<file path="src/rtl/argmax_seq_if.sv">
// Handshake bundle for argmax_seq: frame start, score stream in, result out.
// The master side drives scores and acknowledges results; the slave side is the block.
interface argmax_seq_if #(
  parameter int unsigned NrOfBits = 16
);
  logic                Start;
  logic [NrOfBits-1:0] In_Score;
  logic                In_Valid;
  logic                In_Ready;
  logic                Out_Valid;
  logic                Out_Ack;
  logic [NrOfBits-1:0] Max_Score;
  logic [3:0]          Max_Num;
  logic                Busy;

  modport master (
    output Start, In_Score, In_Valid, Out_Ack,
    input  In_Ready, Out_Valid, Max_Score, Max_Num, Busy
  );

  modport slave (
    input  Start, In_Score, In_Valid, Out_Ack,
    output In_Ready, Out_Valid, Max_Score, Max_Num, Busy
  );
endinterface

</file>
<file path="src/rtl/argmax_seq.sv">
// Sequential argmax: collects NrOfClasses unsigned scores per frame and reports the
// largest one with its index; ties keep the earliest index.
module argmax_seq #(
  parameter int unsigned NrOfBits    = 16,
  parameter int unsigned NrOfClasses = 10
) (
  input  logic        Clock,
  input  logic        Reset,
  argmax_seq_if.slave bus
);

  typedef enum logic [1:0] {
    ST_IDLE,
    ST_COLLECT,
    ST_DONE
  } state_t;

  localparam logic [3:0] LastIdx = 4'(NrOfClasses - 1);

  state_t              r_state;
  state_t              w_next_state;
  logic [3:0]          r_cnt;
  logic [NrOfBits-1:0] r_max_score;
  logic [3:0]          r_max_num;
  logic                w_xfer;
  logic                w_start;
  logic                w_last;

  always_ff @(posedge Clock or posedge Reset) begin
    if (Reset) begin
      r_state <= ST_IDLE;
    end else begin
      r_state <= w_next_state;
    end
  end

  always_comb begin
    w_next_state = r_state;
    w_xfer       = 1'b0;
    w_start      = 1'b0;
    w_last       = 1'b0;
    unique case (r_state)
      ST_IDLE: begin
        w_start = bus.Start;
        if (bus.Start) begin
          w_next_state = ST_COLLECT;
        end
      end
      ST_COLLECT: begin
        w_xfer = bus.In_Valid;
        w_last = (r_cnt == LastIdx);
        if (w_xfer && w_last) begin
          w_next_state = ST_DONE;
        end
      end
      ST_DONE: begin
        // Ack wins over a coincident Start: the block only returns to IDLE here.
        if (bus.Out_Ack) begin
          w_next_state = ST_IDLE;
        end
      end
      default: w_next_state = ST_IDLE;
    endcase
  end

  // The counter saturates at the last index so it never leaves the class range.
  always_ff @(posedge Clock or posedge Reset) begin
    if (Reset) begin
      r_cnt <= '0;
    end else if (w_start) begin
      r_cnt <= '0;
    end else if (w_xfer && !w_last) begin
      r_cnt <= r_cnt + 4'd1;
    end
  end

  // Index 0 loads unconditionally; later scores need a strict win to replace.
  always_ff @(posedge Clock or posedge Reset) begin
    if (Reset) begin
      r_max_score <= '0;
      r_max_num   <= '0;
    end else if (w_xfer && ((r_cnt == 4'd0) || (bus.In_Score > r_max_score))) begin
      r_max_score <= bus.In_Score;
      r_max_num   <= r_cnt;
    end
  end

  assign bus.In_Ready  = (r_state == ST_COLLECT);
  assign bus.Out_Valid = (r_state == ST_DONE);
  assign bus.Busy      = (r_state != ST_IDLE);
  assign bus.Max_Score = r_max_score;
  assign bus.Max_Num   = r_max_num;

endmodule

</file>
<file path="src/flat_wrapper.sv">
// flat-port wrapper written by rule: the top's interface ports become plain ports
module argmax_seq_flat 
#(
  parameter int unsigned NrOfBits    = 16,
  parameter int unsigned NrOfClasses = 10
)
  (Clock, Reset, bus_Start, bus_In_Score, bus_In_Valid, bus_Out_Ack, bus_In_Ready, bus_Out_Valid, bus_Max_Score, bus_Max_Num, bus_Busy);
  argmax_seq_if #(.NrOfBits(NrOfBits)) bus_i ();
  input  logic Clock;
  input  logic Reset;
  input wire logic [$bits(bus_i.Start)-1:0] bus_Start;
  input wire logic [$bits(bus_i.In_Score)-1:0] bus_In_Score;
  input wire logic [$bits(bus_i.In_Valid)-1:0] bus_In_Valid;
  input wire logic [$bits(bus_i.Out_Ack)-1:0] bus_Out_Ack;
  output wire logic [$bits(bus_i.In_Ready)-1:0] bus_In_Ready;
  output wire logic [$bits(bus_i.Out_Valid)-1:0] bus_Out_Valid;
  output wire logic [$bits(bus_i.Max_Score)-1:0] bus_Max_Score;
  output wire logic [$bits(bus_i.Max_Num)-1:0] bus_Max_Num;
  output wire logic [$bits(bus_i.Busy)-1:0] bus_Busy;
  assign bus_i.Start = bus_Start;
  assign bus_i.In_Score = bus_In_Score;
  assign bus_i.In_Valid = bus_In_Valid;
  assign bus_i.Out_Ack = bus_Out_Ack;
  assign bus_In_Ready = bus_i.In_Ready;
  assign bus_Out_Valid = bus_i.Out_Valid;
  assign bus_Max_Score = bus_i.Max_Score;
  assign bus_Max_Num = bus_i.Max_Num;
  assign bus_Busy = bus_i.Busy;
  argmax_seq #(.NrOfBits(NrOfBits), .NrOfClasses(NrOfClasses)) u_core (.Clock(Clock), .Reset(Reset), .bus(bus_i));
endmodule
</file>
<file path="config.mk">
export PLATFORM = sky130hd
export DESIGN_NAME = argmax_seq_flat
export DESIGN_NICKNAME = d
export VERILOG_FILES = /design/src/rtl/argmax_seq_if.sv /design/src/rtl/argmax_seq.sv /design/src/flat_wrapper.sv
export SDC_FILE = /design/constraint.sdc
export NUM_CORES = 1
export LEC_CHECK = 0
export BUFFER_PORTS_ARGS = -buffer_cell sky130_fd_sc_hd__buf_2
export CAP_MARGIN = 5
export CORE_MARGIN = 10
export CORE_UTILIZATION = 35
export DETAILED_ROUTE_END_ITERATION = 10
export PLACE_DENSITY = 0.65
export SYNTH_ARGS = -nofsm -noshare
export SYNTH_HDL_FRONTEND = slang
export SYNTH_SLANG_ARGS = --single-unit
</file>
<file path="constraint.sdc">
create_clock -name Clock -period 3.1 [get_ports Clock]
set_input_delay 0.31 -clock Clock [delete_from_list [all_inputs] [get_ports Clock]]
set_output_delay 0.31 -clock Clock [all_outputs]
set_load 0.1 [all_outputs]
</file>
==> summary by stage <==
Run status
The run finished with clean final reports.

Floorplan
From bottom edge to top edge, the die measures 87.6 um. The number of top-level pins is 44. The initial utilization of the core area, before any placement, comes to 0.364. The number of rows created at floorplan is 24. The area enclosed by the die boundary is 7670 um2. The region available for standard cell placement spans 4380 um2. The width of the die is 87.6 um.

STA
The worst pin sits at a relative slew slack of 0.351. The transition time at the pin with the least slew margin is 972 ps. The final hold violation count was 0. On the final layout, the worst clock skew is 8.45 ps. Dividing the final minimum period by the clock period gives 0.800. Based on the critical path, the design can be clocked at up to 403 MHz. The max-slew violation total from the final report came to 0.

For the finished layout, the period the worst path requires is 2480 ps. Setup repair after global routing left no endpoint under its margin. The final setup violation count is 0. The post-route setup TNS is 0 ps.

Logic synthesis
The number of nets handed over by synthesis was 178. The post-synthesis instance total is 138. The top cell type by total area after synthesis is sky130_fd_sc_hd__dfrtp_1. Ranked by total cell area, the synthesized netlist is headed by sky130_fd_sc_hd__dfrtp_1, sky130_fd_sc_hd__mux2_4, sky130_fd_sc_hd__ha_1, sky130_fd_sc_hd__inv_1, sky130_fd_sc_hd__a21oi_1. The portion of synthesized cell area occupied by the leading cell type is 0.407. The share of the Yosys chip area taken by registers is 0.407. The cell area after synthesis is 1600 um2. The number of distinct standard cells referenced by the synthesized netlist is 27. The synthesized design contains 26 register bits. Dividing the synthesized area by the synthesized cell count gives 11.6 um2.

Yosys printed 0 warnings.

Layout
The area of all sequential standard cells is 651 um2. The proportion of layout cells with a drive suffix above 1 is 0.391. Compared with the post-synthesis result, the final layout area differs by 21.5%. At the end of the flow the core is filled with cells to 0.443. The filler cells instantiated in the layout total 440. In the final layout, the multi-input gates occupy 853 um2.

The final cell count without fillers is 236. The number of antenna diodes in the final layout is 0. At the end of the flow, the number of nets in the layout was 225.

Global route
The pin count of the biggest net entering global routing is 27. For this run, the total global-route usage over all layers was measured as 0.0916. The first global-routing pass estimated 5720 um of wire.

The remaining global-route overflow is 0. The via count of the first global-routing pass is 1204. The number of antenna violations at the first check in global routing is 0.

Clock tree
The quantity of hold-fixing buffers added after cts is 0. The clock tree from TritonCTS is yes. Clock-pin slew was measured on the worst setup and hold paths at 100 ps. The clock passes through at most 2 buffers.

The post-cts sizing count is 0. The number of setup buffers added after CTS is 0. The root buffer cell is sky130_fd_sc_hd__clkbuf_8. The clock latency at the later pin of the worst-skew pair is 280 ps. In this run, CTS created clock tree buffers numbering 3. The clock sink count is 26. CTS built an H-tree with a depth of 1.

Setup path
The worst register-to-register path begins at u_core.bus.Max_Score[15]. The type of element capturing the critical path is a flop. The worst setup path is of the reg -> reg kind. Data on the critical path arrives at its endpoint at 2640 ps.

STA puts the critical path data required time at 3260 ps. The startpoint of the worst setup timing path is u_core.bus.Max_Score[15]. The worst setup path is launched from a flop. The peak fanout along the critical path is 14.

Routing
After detailed routing, the average wire length per cell comes to 14.0 um. The number of optimization iterations in the first detailed-route pass is 4. In this run the remaining antenna-violating nets after routing total 0. The via total after detailed routing is 1111. The detailed-route DRC error count is 0. In this run, the number of DRC markers left after iteration 0 of detailed routing was 33.

In the routed layout, each cell is associated on average with a via count of 4.71. The routed design has 3300 um of wire.

Placement
In this run, placement finished with an instance count of 232. The number of buffers added on ports is 43. The routability congestion estimate from global placement is 0.738.

The detailed-placement wirelength estimate is 2710 um.

Flow run
The reported max-cap violation count is 0.

Hold path
The worst min-delay path class is in -> async.
metal layers:
metal	wire length, um	GRT usage	vias up
met4	27	0.0217	0
met2	1420	0.141	31
met5	0	0	-
met3	250	0.0371	5
li1	-	-	563
met1	1600	0.117	512
layout by cell type (no fill, tap or decap), types with 4 or more instances in the layout:
cell type	count
sky130_fd_sc_hd__mux2_4	20
sky130_fd_sc_hd__nand2_1	6
sky130_fd_sc_hd__inv_1	22
sky130_fd_sc_hd__ha_1	19
sky130_fd_sc_hd__nor2_1	7
sky130_fd_sc_hd__nand4_1	4
sky130_fd_sc_hd__dfrtp_1	26
sky130_fd_sc_hd__clkbuf_8	4
sky130_fd_sc_hd__o21ai_0	4
sky130_fd_sc_hd__buf_2	43
sky130_fd_sc_hd__a21oi_1	7
area by class of cell:
type	instances	share of cell area
multi-input combinational	88	0.439
sequential	26	0.335
timing repair buffer	44	0.121
inverter	22	0.0425
tap	52	0.0335
clock buffer	4	0.0284
cell families after synthesis:
family / Yosys count / synth area share
xor gates and xnor gates: 3 / 0.0164
adders and majority gates: 19 / 0.149
buffers and inverters: 24 / 0.0658
and+or+nand+nor: 28 / 0.0924
AOI/OAI and AO/OA: 18 / 0.0814
DFF: 26 / 0.407
muxes: 20 / 0.188
critical path: stages, from the launching register on:
cell,delay [ps]
sky130_fd_sc_hd__dfrtp_1,390
sky130_fd_sc_hd__inv_1,60
sky130_fd_sc_hd__ha_1,300
sky130_fd_sc_hd__nand4_2,170
sky130_fd_sc_hd__a2111o_1,460
sky130_fd_sc_hd__a41oi_4,450
sky130_fd_sc_hd__buf_12,230
sky130_fd_sc_hd__mux2_4,310
synth_stat cells:
master                      instances
sky130_fd_sc_hd__ha_1              19
sky130_fd_sc_hd__nor2_1             7
sky130_fd_sc_hd__a21o_1             1
sky130_fd_sc_hd__or2_2              1
sky130_fd_sc_hd__nor3_1             1
sky130_fd_sc_hd__nor2b_1            3
sky130_fd_sc_hd__dfrtp_1           26
sky130_fd_sc_hd__o2bb2ai_1          1
sky130_fd_sc_hd__a2111oi_2          1
sky130_fd_sc_hd__a21oi_1            7
sky130_fd_sc_hd__mux2_4            20
sky130_fd_sc_hd__o211ai_1           1
sky130_fd_sc_hd__nand3_1            2
sky130_fd_sc_hd__o21ai_0            4
sky130_fd_sc_hd__xnor2_1            1
sky130_fd_sc_hd__nand4_2            1
sky130_fd_sc_hd__a2111o_1           1
sky130_fd_sc_hd__buf_6              2
sky130_fd_sc_hd__xor2_1             2
sky130_fd_sc_hd__o41ai_1            1
sky130_fd_sc_hd__nand3b_1           1
sky130_fd_sc_hd__nand4_1            4
sky130_fd_sc_hd__a41oi_2            1
sky130_fd_sc_hd__nand2_1            6
sky130_fd_sc_hd__inv_1             22
sky130_fd_sc_hd__and2b_1            1
sky130_fd_sc_hd__and2_1             1
per-stage QoR:
step / setup slack [ps] / hold WS, ps / area, um2
after floorplan: 358 / 350 / 1600
after global placement: 637 / 505 / 1890
after detailed placement: 613 / 498 / 1890
after CTS: 601 / 268 / 1940
after global routing: 492 / 268 / 1940
final: 620 / 239 / 1940
registers in the layout, summed over array words and instances (netlist names):
| name | cells |
|---|---|
| u_core.bus.Max_Score | 16 |
| u_core.bus.Max_Num | 4 |
| u_core.r_cnt | 4 |
| u_core.r_state | 2 |
final timing paths:
| path | to | cells past startpoint | slack [ps] |
|---|---|---|---|
| max in group asynchronous | u_core.r_state[1] | 2 | 2260 |
| hold reg to reg | u_core.bus.Max_Num[0] | 1 | 520 |
| setup / recovery | u_core.bus.Max_Num[3] | 7 | 620 |
| hold / removal | u_core.bus.Max_Score[12] | 2 | 240 |
| setup reg to reg | u_core.bus.Max_Num[3] | 7 | 620 |
| min in group Clock | u_core.bus.Max_Score[13] | 2 | 280 |
Power is not shown: default switching activity piles up to over one toggle a cycle in this logic, so the estimate is an artifact.
